[config.mk]
export PLATFORM = sky130hd
export DESIGN_NAME = pll_reset_sequencer
export DESIGN_NICKNAME = d
export VERILOG_FILES = /design/src/rtl/pll_reset_seq_pkg.sv /design/src/rtl/pll_reset_sequencer_sync_2ff.sv /design/src/rtl/pll_reset_sequencer.sv
export SDC_FILE = /design/constraint.sdc
export NUM_CORES = 1
export LEC_CHECK = 0
export ABC_CLOCK_PERIOD_IN_PS = 4890
export CAP_MARGIN = 40
export CORE_AREA = 2 2 78 80
export DETAILED_ROUTE_END_ITERATION = 10
export DIE_AREA = 0 0 80 82
export SLEW_MARGIN = 30
export SYNTH_ARGS = -nofsm -noshare
export SYNTH_HDL_FRONTEND = slang
export SYNTH_HIERARCHICAL = 1
export SYNTH_SLANG_ARGS = --single-unit
[constraint.sdc]
create_clock -name CLK -period 4.89 [get_ports CLK]
set_input_delay 0.7335 -clock CLK [delete_from_list [all_inputs] [get_ports CLK]]
set_output_delay 0.7335 -clock CLK [all_outputs]
set_load 0.01 [all_outputs]
[src/rtl/pll_reset_seq_pkg.sv]
// Shared types and sizing helpers for the PLL reset sequencer.
// Optional tick divider is enabled by PLL_RESET_SEQ_TICK_EN.
package pll_reset_seq_pkg;

  typedef enum logic [1:0] {
    WAIT_LOCK = 2'd0,
    STABLE    = 2'd1,
    HOLD      = 2'd2,
    RUN       = 2'd3
  } state_t;

  localparam int LOSS_CNT_W = 8;

  // Bits needed to hold max(a, b) - 1 (at least one bit).
  function automatic int cnt_width(input int a, input int b);
    int m;
    int w;
    m = ((a > b) ? a : b) - 1;
    w = 1;
    while ((2 ** w) <= m) w++;
    return w;
  endfunction

endpackage

[src/rtl/pll_reset_sequencer_sync_2ff.sv]
// Two-flop synchronizer with asynchronous active-high reset to 0.
// Used to bring the raw PLL lock into the CLK domain.
module sync_2ff (
  input  logic clk,
  input  logic rst,
  input  logic d,
  output logic q
);

  logic meta;

  always_ff @(posedge clk or posedge rst) begin
    if (rst) begin
      meta <= 1'b0;
      q    <= 1'b0;
    end else begin
      meta <= d;
      q    <= meta;
    end
  end

endmodule

[src/rtl/pll_reset_sequencer.sv]
// Qualifies PLL lock, then sequences the system reset release.
// Define PLL_RESET_SEQ_TICK_EN to add the periodic tick strobe in RUN.
module pll_reset_sequencer
  import pll_reset_seq_pkg::*;
#(
  parameter int LOCK_STABLE_CYCLES = 1024,
  parameter int RST_HOLD_CYCLES    = 256,
  parameter int TICK_DIV           = 120
) (
  input  logic                  CLK,
  input  logic                  RESET,
  input  logic                  pll_lock,
  input  logic                  soft_reset_req,
  output logic                  sys_reset,
  output logic                  ready,
  output logic [LOSS_CNT_W-1:0] lock_loss_cnt
`ifdef PLL_RESET_SEQ_TICK_EN
  ,
  output logic                  tick
`endif
);

  localparam int CW = cnt_width(LOCK_STABLE_CYCLES, RST_HOLD_CYCLES);
  localparam logic [CW-1:0] STABLE_LAST = CW'(LOCK_STABLE_CYCLES - 1);
  localparam logic [CW-1:0] HOLD_LAST   = CW'(RST_HOLD_CYCLES - 1);

  state_t        state;
  logic [CW-1:0] cnt;
  logic          lock_s;

  sync_2ff u_lock_sync (
    .clk (CLK),
    .rst (RESET),
    .d   (pll_lock),
    .q   (lock_s)
  );

  // Outputs follow the next state so they move on the same edge as state.
  always_ff @(posedge CLK or posedge RESET) begin
    if (RESET) begin
      state         <= WAIT_LOCK;
      cnt           <= '0;
      sys_reset     <= 1'b1;
      ready         <= 1'b0;
      lock_loss_cnt <= '0;
    end else begin
      sys_reset <= 1'b1;
      ready     <= 1'b0;
      unique case (state)
        WAIT_LOCK: begin
          if (lock_s) begin
            state <= STABLE;
            cnt   <= '0;
          end
        end
        STABLE: begin
          if (!lock_s) begin
            state <= WAIT_LOCK;
          end else if (cnt == STABLE_LAST) begin
            state <= HOLD;
            cnt   <= '0;
          end else begin
            cnt <= cnt + 1'b1;
          end
        end
        HOLD: begin
          if (!lock_s) begin
            state <= WAIT_LOCK;
            if (lock_loss_cnt != '1)
              lock_loss_cnt <= lock_loss_cnt + 1'b1;
          end else if (cnt == HOLD_LAST) begin
            state     <= RUN;
            sys_reset <= 1'b0;
            ready     <= 1'b1;
          end else begin
            cnt <= cnt + 1'b1;
          end
        end
        RUN: begin
          if (!lock_s) begin
            state <= WAIT_LOCK;
            if (lock_loss_cnt != '1)
              lock_loss_cnt <= lock_loss_cnt + 1'b1;
          end else if (soft_reset_req) begin
            state <= HOLD;
            cnt   <= '0;
          end else begin
            sys_reset <= 1'b0;
            ready     <= 1'b1;
          end
        end
      endcase
    end
  end

`ifdef PLL_RESET_SEQ_TICK_EN
  localparam int TW = cnt_width(TICK_DIV, TICK_DIV);
  localparam logic [TW-1:0] TICK_LAST = TW'(TICK_DIV - 1);

  logic [TW-1:0] tick_cnt;
  logic          stay_run;

  assign stay_run = (state == RUN) && lock_s && !soft_reset_req;

  // Divider restarts from 0 on every entry to RUN.
  always_ff @(posedge CLK or posedge RESET) begin
    if (RESET) begin
      tick_cnt <= '0;
      tick     <= 1'b0;
    end else if (stay_run) begin
      tick     <= (tick_cnt == TICK_LAST);
      tick_cnt <= (tick_cnt == TICK_LAST) ? '0 : tick_cnt + 1'b1;
    end else begin
      tick_cnt <= '0;
      tick     <= 1'b0;
    end
  end
`endif

endmodule

==> results of run 1 <==
-- cells in the mapped netlist (2+ instances only) --
cell	count	area (um^2)
sky130_fd_sc_hd__nor2_1	10	37.5
sky130_fd_sc_hd__a22o_1	2	17.5
sky130_fd_sc_hd__nand2b_1	2	12.5
sky130_fd_sc_hd__nor3_1	6	30.0
sky130_fd_sc_hd__ha_1	7	87.6
sky130_fd_sc_hd__and4_1	2	17.5
sky130_fd_sc_hd__o31a_1	2	17.5
sky130_fd_sc_hd__a221o_1	3	30.0
sky130_fd_sc_hd__nand4_1	4	25.0
sky130_fd_sc_hd__xor2_1	6	52.6
sky130_fd_sc_hd__buf_6	2	22.5
sky130_fd_sc_hd__o21ai_0	2	10.0
sky130_fd_sc_hd__nor4_4	2	42.5
sky130_fd_sc_hd__inv_1	7	26.3
sky130_fd_sc_hd__mux2_2	2	22.5
sky130_fd_sc_hd__nand3_1	7	35.0
sky130_fd_sc_hd__dfrtp_1	23	576
sky130_fd_sc_hd__and3_1	5	31.3
sky130_fd_sc_hd__o21a_1	2	15.0
sky130_fd_sc_hd__nand2_1	8	30.0
sky130_fd_sc_hd__a21oi_1	3	15.0
-- cell families after synthesis --
| group | count (synthesis) |
|---|---|
| mux | 3 |
| simple gates | 55 |
| flops | 24 |
| fa+ha+maj | 7 |
| compound gates | 25 |
| xor+xnor | 7 |
| buf+inv | 10 |
-- sequential cells by signal, summed over array words and instances, names as in the netlist --
register,cells
cnt,10
lock_loss_cnt,8
state,2
ready,1
sys_reset,1
u_lock_sync/meta,1
u_lock_sync/q,1
-- cells in the final DEF (no fill, tap or decap), types with 2 or more instances in the layout --
cell type / Yosys / routed
sky130_fd_sc_hd__dfrtp_1: 23 / 23
sky130_fd_sc_hd__and4_1: 2 / 2
sky130_fd_sc_hd__inv_1: 7 / 7
sky130_fd_sc_hd__and3_1: 5 / 5
sky130_fd_sc_hd__o21a_1: 2 / 2
sky130_fd_sc_hd__nor2_1: 10 / 10
sky130_fd_sc_hd__clkbuf_8: 0 / 3
sky130_fd_sc_hd__nor3_1: 6 / 6
sky130_fd_sc_hd__nand2b_1: 2 / 2
sky130_fd_sc_hd__a221o_1: 3 / 3
sky130_fd_sc_hd__o31a_1: 2 / 2
sky130_fd_sc_hd__a22o_1: 2 / 2
sky130_fd_sc_hd__a21oi_1: 3 / 3
sky130_fd_sc_hd__nand3_1: 7 / 7
sky130_fd_sc_hd__xor2_1: 6 / 6
sky130_fd_sc_hd__ha_1: 7 / 7
sky130_fd_sc_hd__mux2_2: 2 / 2
sky130_fd_sc_hd__nor4_4: 2 / 2
sky130_fd_sc_hd__o21ai_0: 2 / 2
sky130_fd_sc_hd__nand2_1: 8 / 8
sky130_fd_sc_hd__clkdlybuf4s50_1: 0 / 13
sky130_fd_sc_hd__nand4_1: 4 / 4
-- power by group through the flow --
stage          sequential, mW  clock (mW)  combinational (mW)
2_1_floorplan           0.275           0               0.251
3_3_place_gp            0.273           0               0.330
3_5_place_dp            0.275           0               0.338
4_1_cts                 0.271       0.183               0.340
5_1_grt                 0.277       0.189               0.379
6_report                0.270       0.173               0.340
-- layout make-up --
| type | instances | area (um^2) | area share [%] |
|---|---|---|---|
| inverters | 7 | 26.3 | 1.57 |
| multi-input cells | 97 | 727 | 43.3 |
| well taps | 75 | 93.8 | 5.59 |
| clock inverters | 1 | 30.0 | 1.79 |
| repair buffers | 14 | 158 | 9.40 |
| flip-flops and latches | 24 | 602 | 35.9 |
| clock buffers | 3 | 41.3 | 2.46 |
-- worst paths after layout --
path	endpoint	slack, ns	cells past startpoint
worst max-delay path	cnt[0]	2.56	6
worst min-delay path	u_lock_sync/q	0.36	0
worst max register to register	cnt[0]	2.56	6
worst min register to register	u_lock_sync/q	0.36	0
max in group asynchronous	cnt[1]	3.71	3
min in group asynchronous	u_lock_sync/q	0.63	2
-- critical path, stage by stage (launching register included) --
cell and delay [ns]:
sky130_fd_sc_hd__dfrtp_1 0.42, sky130_fd_sc_hd__inv_1 0.12, sky130_fd_sc_hd__ha_1 0.46, sky130_fd_sc_hd__o21ai_1 0.26, sky130_fd_sc_hd__a31oi_2 0.32, sky130_fd_sc_hd__nor3b_4 0.46, sky130_fd_sc_hd__mux2_2 0.23
-- per-layer routing --
metal,wire [um],vias up,GRT usage [%]
li1,-,512,-
met1,1380,487,12.5
met2,1210,12,14.6
met3,86,2,2.42
met4,37,0,3.56
met5,0,-,0
==> qor_table.md, run 1 <==
| Quantity | Value | Unit |
|---|---|---|
| Level count of the clock H-tree | 1 | - |
| Area growth from synthesis to layout | 21.4 | % |
| Origin of the critical flop-to-flop path | state[0] | - |
| Area of the placeable core | 0.00575 | mm^2 |
| Total die area | 0.00656 | mm^2 |
| Worst setup skew after layout | 0.00280 | ns |
| Average detailed-routed wire length per instance | 12.3 | um |
| Hold buffer count at CTS | 0 | - |
| Wire length of the first global-routing pass | 4840 | um |
| Peak fanout along the critical path | 11 | - |
| Simple-gate area share of the yosys netlist | 24.3 | % |
| Estimated wirelength of the detail-placed design | 1940 | um |
| Power consumption | 0.783 | mW |
| Post-Syn Instances | 131 | - |
| Portion of total power attributed to the clock network | 22.1 | % |
| Number of antenna cells inserted | 0 | - |
| Final layout net count | 158 | - |
| Slew margin rel. | 66.8 | % |
| Width of the die | 80 | um |
| Leak Pwr | 0.743 | nW |
| Worst hold path startpoint | u_lock_sync/meta | - |
| EDFF count, synth | 0 | - |
| Achievable frequency | 430 | MHz |
| Complex-gate fraction of the synthesized area | 15.0 | % |
| Power density cells | 467 | mW/mm^2 |
| Minimum setup slack in the final design | 2.56 | ns |
| Post-DR vias/cell | 4.58 | - |
| Area of all placed cells without fillers | 0.00168 | mm^2 |
| Pin count of the biggest net entering global routing | 16 | - |
| Classification of the worst setup path | register to register | - |
| Number of failing setup endpoints in the final timing report | 0 | - |
| TritonCTS clock tree | built | - |
| Number of placement rows | 28 | - |
| Die H | 82 | um |
| Hold/Removal Path Class | register to register | - |
| Starting density of the core | 24.1 | % |
| Clock-pin slew on the worst setup and hold paths | 0.09 | ns |
| Launching instance or port of the critical path | state[0] | - |
| Switching part of the total power | 36.6 | % |
| Critical path startpoint category | register | - |
| Resized cells post-CTS | 0 | - |
| Setup TNS after final layout | 0 | ns |
| Bufs on Longest Clock Path | 2 | - |
| FILL cells | 621 | - |
| Post-DRT Antenna Nets | 0 | - |
| GR Overflow Total | 0 | - |
| Number of nets in the synthesized netlist | 142 | - |
| Number of global-route vias before repair | 1010 | - |
| Final design utilization | 29.2 | % |
| Internal power summed over all cells | 0.497 | mW |
| Run status | complete, no violations | - |
| Sequential fraction of the synthesis area | 43.5 | % |
| Peak ir drop on the vdd network | 0.000285 | V |
| Number of max-cap violations | 0 | - |
| Setup repair after global routing missed its margin | no | - |
| Tightest Pin Transition | 0.493 | ns |
| Number of design rule violations left after detail routing | 0 | - |
| Global-route usage over all layers | 9.38 | % |
| Unique cell type count in the Yosys netlist | 45 | - |
| Adder and majority cell fraction of the synthesized area | 6.33 | % |
| Cts bufs inserted | 3 | - |
| Number of antenna violations at the first check in global routing | 0 | - |
| Hold violation count in the final report | 0 | - |
| Final wirelength | 2720 | um |
| Proportion of synthesized area in mux cells | 2.44 | % |
| Logic gate share of total power | 43.4 | % |
| Synthesized area per cell | 10.6 | um^2 |
| WHS | 0.360 | ns |
| Proportion of layout cells with a drive suffix above 1 | 11.6 | % |
| Synthesis-stage register bit count | 24 | - |
| Number of top-level design ports | 14 | - |
| Quantity of I/O buffers inserted on ports | 13 | - |
| Root buf cell | sky130_fd_sc_hd__clkbuf_8 | - |
| Dominant synthesized flop cell | sky130_fd_sc_hd__dfrtp_1 | - |
| Postcts setup bufs | 0 | - |
| Fin crit period | 2.33 | ns |
| Cell Count, Final, Fillers Out | 221 | - |
| Asr flop ratio synth | 100 | % |
| Post-placement cell area | 0.00161 | mm^2 |
| Post-synth design cell area | 0.00138 | mm^2 |
| Part of the power in registers | 34.5 | % |
| Crit share post-route | 47.6 | % |
| Switching component of the power | 0.287 | mW |
| TritonCTS Sinks | 24 | - |
| Final Wtd Congestion | 0.833 | - |
| Main combinational cell family by area after synthesis | simple AND/OR/NAND/NOR gates | - |
| Worst slack, placed | 2.53 | ns |
| Total via count after detailed routing | 1013 | - |
| Count of yosys warnings during synthesis | 6 | - |
| Number of pins exceeding their max-slew limit in the final report | 0 | - |
| Xor and xnor area share after synthesis | 4.43 | % |
| First-pass detailed-route iteration total | 4 | - |
| Worst Path Arrival | 2.53 | ns |
| Number of placed instances, taps included | 217 | - |
| Worst-Skew Late Latency | 0.26 | ns |
| Kind of capture point of the worst setup path | register | - |
| Iter 0 DRT Violations | 65 | - |
| Required @ worst endpoint | 5.10 | ns |
Power figures use the tool's default switching activity.
==> run 2: changes to the inputs <==
--- a/config.mk
+++ b/config.mk
@@ -5,7 +5,7 @@
 export SDC_FILE = /design/constraint.sdc
 export NUM_CORES = 1
 export LEC_CHECK = 0
-export ABC_CLOCK_PERIOD_IN_PS = 4890
+export ABC_CLOCK_PERIOD_IN_PS = 2400
 export CAP_MARGIN = 40
 export CORE_AREA = 2 2 78 80
 export DETAILED_ROUTE_END_ITERATION = 10
==> constraint.sdc (replaced) <==
create_clock -name CLK -period 2.4 [get_ports CLK]
set_input_delay 0.36 -clock CLK [delete_from_list [all_inputs] [get_ports CLK]]
set_output_delay 0.36 -clock CLK [all_outputs]
set_load 0.01 [all_outputs]
==> run 2 against run 1 <==
Against the previous run: largest power group unchanged; power increased by 100%; non-clock buffer count increased by 2; via count increased by 1.3%; clock skew increased by 0.0030 ns; hold slack got worse by 0.11 ns.
==> qor_table.md, run 2 (same netlist as run 1, synthesis figures left out) <==
| Quantity | Value | Unit | Change |
|---|---|---|---|
| Achievable frequency | 460 | MHz | +7.0% |
| Final wirelength | 2740 | um | +0.74% |
| Average detailed-routed wire length per instance | 12.3 | um | -0.17% |
| Estimated wirelength of the detail-placed design | 1970 | um | +1.1% |
| Internal power summed over all cells | 1.01 | mW | +100% |
| Area growth from synthesis to layout | 21.0 | % |  |
| Final Wtd Congestion | 0.762 | - | -8.5% |
| Portion of total power attributed to the clock network | 22.7 | % | +0.6 points |
| Number of antenna cells inserted | 0 | - | unchanged |
| Die H | 82 | um | unchanged |
| Logic gate share of total power | 42.8 | % | -0.6 points |
| Area of the placeable core | 0.00575 | mm^2 | unchanged |
| Max reg flops | 10 | - | unchanged |
| Most common cell after layout, fill and taps aside | sky130_fd_sc_hd__dfrtp_1 | - |  |
| Starting density of the core | 24.1 | % | unchanged |
| Fin crit period | 2.17 | ns | -0.153 ns |
| Number of antenna violations at the first check in global routing | 0 | - | unchanged |
| Number of top-level design ports | 14 | - | unchanged |
| Most flops, register | cnt | - |  |
| Cell Count, Final, Fillers Out | 223 | - | +0.90% |
| Cts bufs inserted | 3 | - | unchanged |
| Part of the power in registers | 34.5 | % | about the same |
| Quantity of I/O buffers inserted on ports | 13 | - | unchanged |
| Switching part of the total power | 36.2 | % | -0.34 points |
| Level count of the clock H-tree | 1 | - | unchanged |
| Peak fanout along the critical path | 7 | - | -4 |
| Setup TNS after final layout | 0 | ns | unchanged |
| Final design utilization | 29.1 | % | -0.087 points |
| Critical path startpoint category | register | - |  |
| Proportion of layout cells with a drive suffix above 1 | 12.8 | % | +1.2 points |
| Kind of capture point of the worst setup path | register | - |  |
| Power density cells | 951 | mW/mm^2 | +100% |
| Clock-pin slew on the worst setup and hold paths | 0.09 | ns | about the same |
| Hold/Removal Path Class | input pin to async pin | - |  |
| Area of the multi-input gates | 727 | um^2 | unchanged |
| Number of failing setup endpoints in the final timing report | 0 | - | unchanged |
| Number of placed instances, taps included | 219 | - | +0.92% |
| Global-route usage over all layers | 9.41 | % | +0.025 points |
| Sequential cell area | 602 | um^2 | unchanged |
| Number of design rule violations left after detail routing | 0 | - | unchanged |
| Peak ir drop on the vdd network | 0.000433 | V | +52% |
| TritonCTS Sinks | 24 | - | unchanged |
| Bufs on Longest Clock Path | 2 | - | unchanged |
| Tightest Pin Transition | 0.451 | ns | -0.0418 ns |
| Slowest Stage Delay on Critical Path | 0.40 | ns | -0.06 ns |
| Area of all placed cells without fillers | 0.00167 | mm^2 | -0.30% |
| Worst-Skew Late Latency | 0.27 | ns | about the same |
| Worst Path Arrival | 2.33 | ns | -0.20 ns |
| Switching component of the power | 0.577 | mW | +100% |
| Total via count after detailed routing | 1026 | - | +1.3% |
| Width of the die | 80 | um | unchanged |
| FILL cells | 626 | - | +0.81% |
| Run status | complete, no violations | - |  |
| Power consumption | 1.59 | mW | +100% |
| Post-placement cell area | 0.00160 | mm^2 | -0.31% |
| Slowest CP cell | sky130_fd_sc_hd__dfrtp_1 | - |  |
| Classification of the worst setup path | register to register | - |  |
| Required @ worst endpoint | 2.56 | ns | -2.54 ns |
| Postcts setup bufs | 0 | - | unchanged |
| Slew margin rel. | 69.6 | % | +2.8 points |
| Number of global-route vias before repair | 1030 | - | +2.0% |
| Worst setup skew after layout | 0.00583 | ns | +0.00303 ns |
| Resized cells post-CTS | 0 | - | unchanged |
| Number of pins exceeding their max-slew limit in the final report | 0 | - | unchanged |
| Iter 0 DRT Violations | 50 | - | -23% |
| GR Overflow Total | 0 | - | unchanged |
| Setup repair after global routing missed its margin | no | - |  |
| Wire length of the first global-routing pass | 4870 | um | +0.58% |
| Pin count of the biggest net entering global routing | 23 | - | +7 |
| Hold buffer count at CTS | 0 | - | unchanged |
| Number of max-cap violations | 0 | - | unchanged |
| TritonCTS clock tree | built | - |  |
| First-pass detailed-route iteration total | 4 | - | unchanged |
| Post-DR vias/cell | 4.60 | - | +0.37% |
| Leak Pwr | 0.745 | nW | +0.22% |
| Total die area | 0.00656 | mm^2 | unchanged |
| Most frequent cells in the layout | sky130_fd_sc_hd__dfrtp_1 (23), sky130_fd_sc_hd__clkdlybuf4s50_1 (13), sky130_fd_sc_hd__nor2_1 (10) | - |  |
| Crit share post-route | 90.6 | % | +43 points |
| Hold violation count in the final report | 0 | - | unchanged |
| Root buf cell | sky130_fd_sc_hd__clkbuf_8 | - |  |
| Final layout net count | 160 | - | +1.3% |
| Cell-by-cell listing of the critical path | inv_1 -> ha_1 -> buf_4 -> nor4_4 -> a21oi_2 -> or2_1 -> a221o_1 | - |  |
| Number of placement rows | 28 | - | unchanged |
| Post-DRT Antenna Nets | 0 | - | unchanged |
| Leading registers by flop count | cnt x10, lock_loss_cnt x8, state x2 | - |  |
## run 2: cell types whose count changed in the layout (fill, tap and decap cells not counted), sizes merged
| cell | before | now |
|---|---|---|
| buf | 1 | 3 |
## run 2: power groups by stage
stage / Sequential [mW] / Clock (mW) / Combinational, mW
after floorplan: 0.560 / 0 / 0.512
after global placement: 0.556 / 0 / 0.675
after detailed placement: 0.558 / 0 / 0.685
after CTS: 0.550 / 0.377 / 0.689
after global routing: 0.560 / 0.396 / 0.767
final: 0.549 / 0.362 / 0.681
## run 2: worst paths after layout
check	from	to	slack, ns	depth (start not counted)
setup / recovery	state[0]	cnt[5]	0.23	7
hold / removal	RESET	u_lock_sync/q	0.25	2
setup reg to reg	state[0]	cnt[5]	0.23	7
hold reg to reg	u_lock_sync/meta	u_lock_sync/q	0.37	0
max in group asynchronous	RESET	sys_reset	1.68	3
min in group CLK	u_lock_sync/meta	u_lock_sync/q	0.37	0
## run 2: metal layers
metal  global-route usage [%]  up-vias  part of all wire, %
met3                     2.20        4                  2.9
li1                         -      514                    -
met4                     4.58        0                  2.0
met2                     15.2       12                   45
met1                     11.8      496                   50
met5                        0        -                    0
## run 2: final cells by class
class,count,share of cell area (%)
clock inverters,1,1.80
well taps,75,5.61
flip-flops and latches,24,36.0
repair buffers,16,9.12
inverters,7,1.57
multi-input cells,97,43.5
clock buffers,3,2.47
## run 2: worst max-delay path, delay by kind of cell (launching register included)
| family | cells | cell delay, ns |
|---|---|---|
| buffers and inverters | 2 | 0.29 |
| AND/OR/NAND/NOR | 2 | 0.60 |
| flip-flops | 1 | 0.40 |
| adder cells (fa/ha/maj) | 1 | 0.28 |
| AO/OA/AOI/OAI | 2 | 0.49 |
## run 2: per-stage QoR
step	setup WS (ns)	hold slack (ns)
2_1_floorplan	0.451	0.101
3_3_place_gp	0.324	0.342
3_5_place_dp	0.243	0.339
4_1_cts	0.222	0.243
5_1_grt	0.0791	0.260
6_report	0.225	0.249
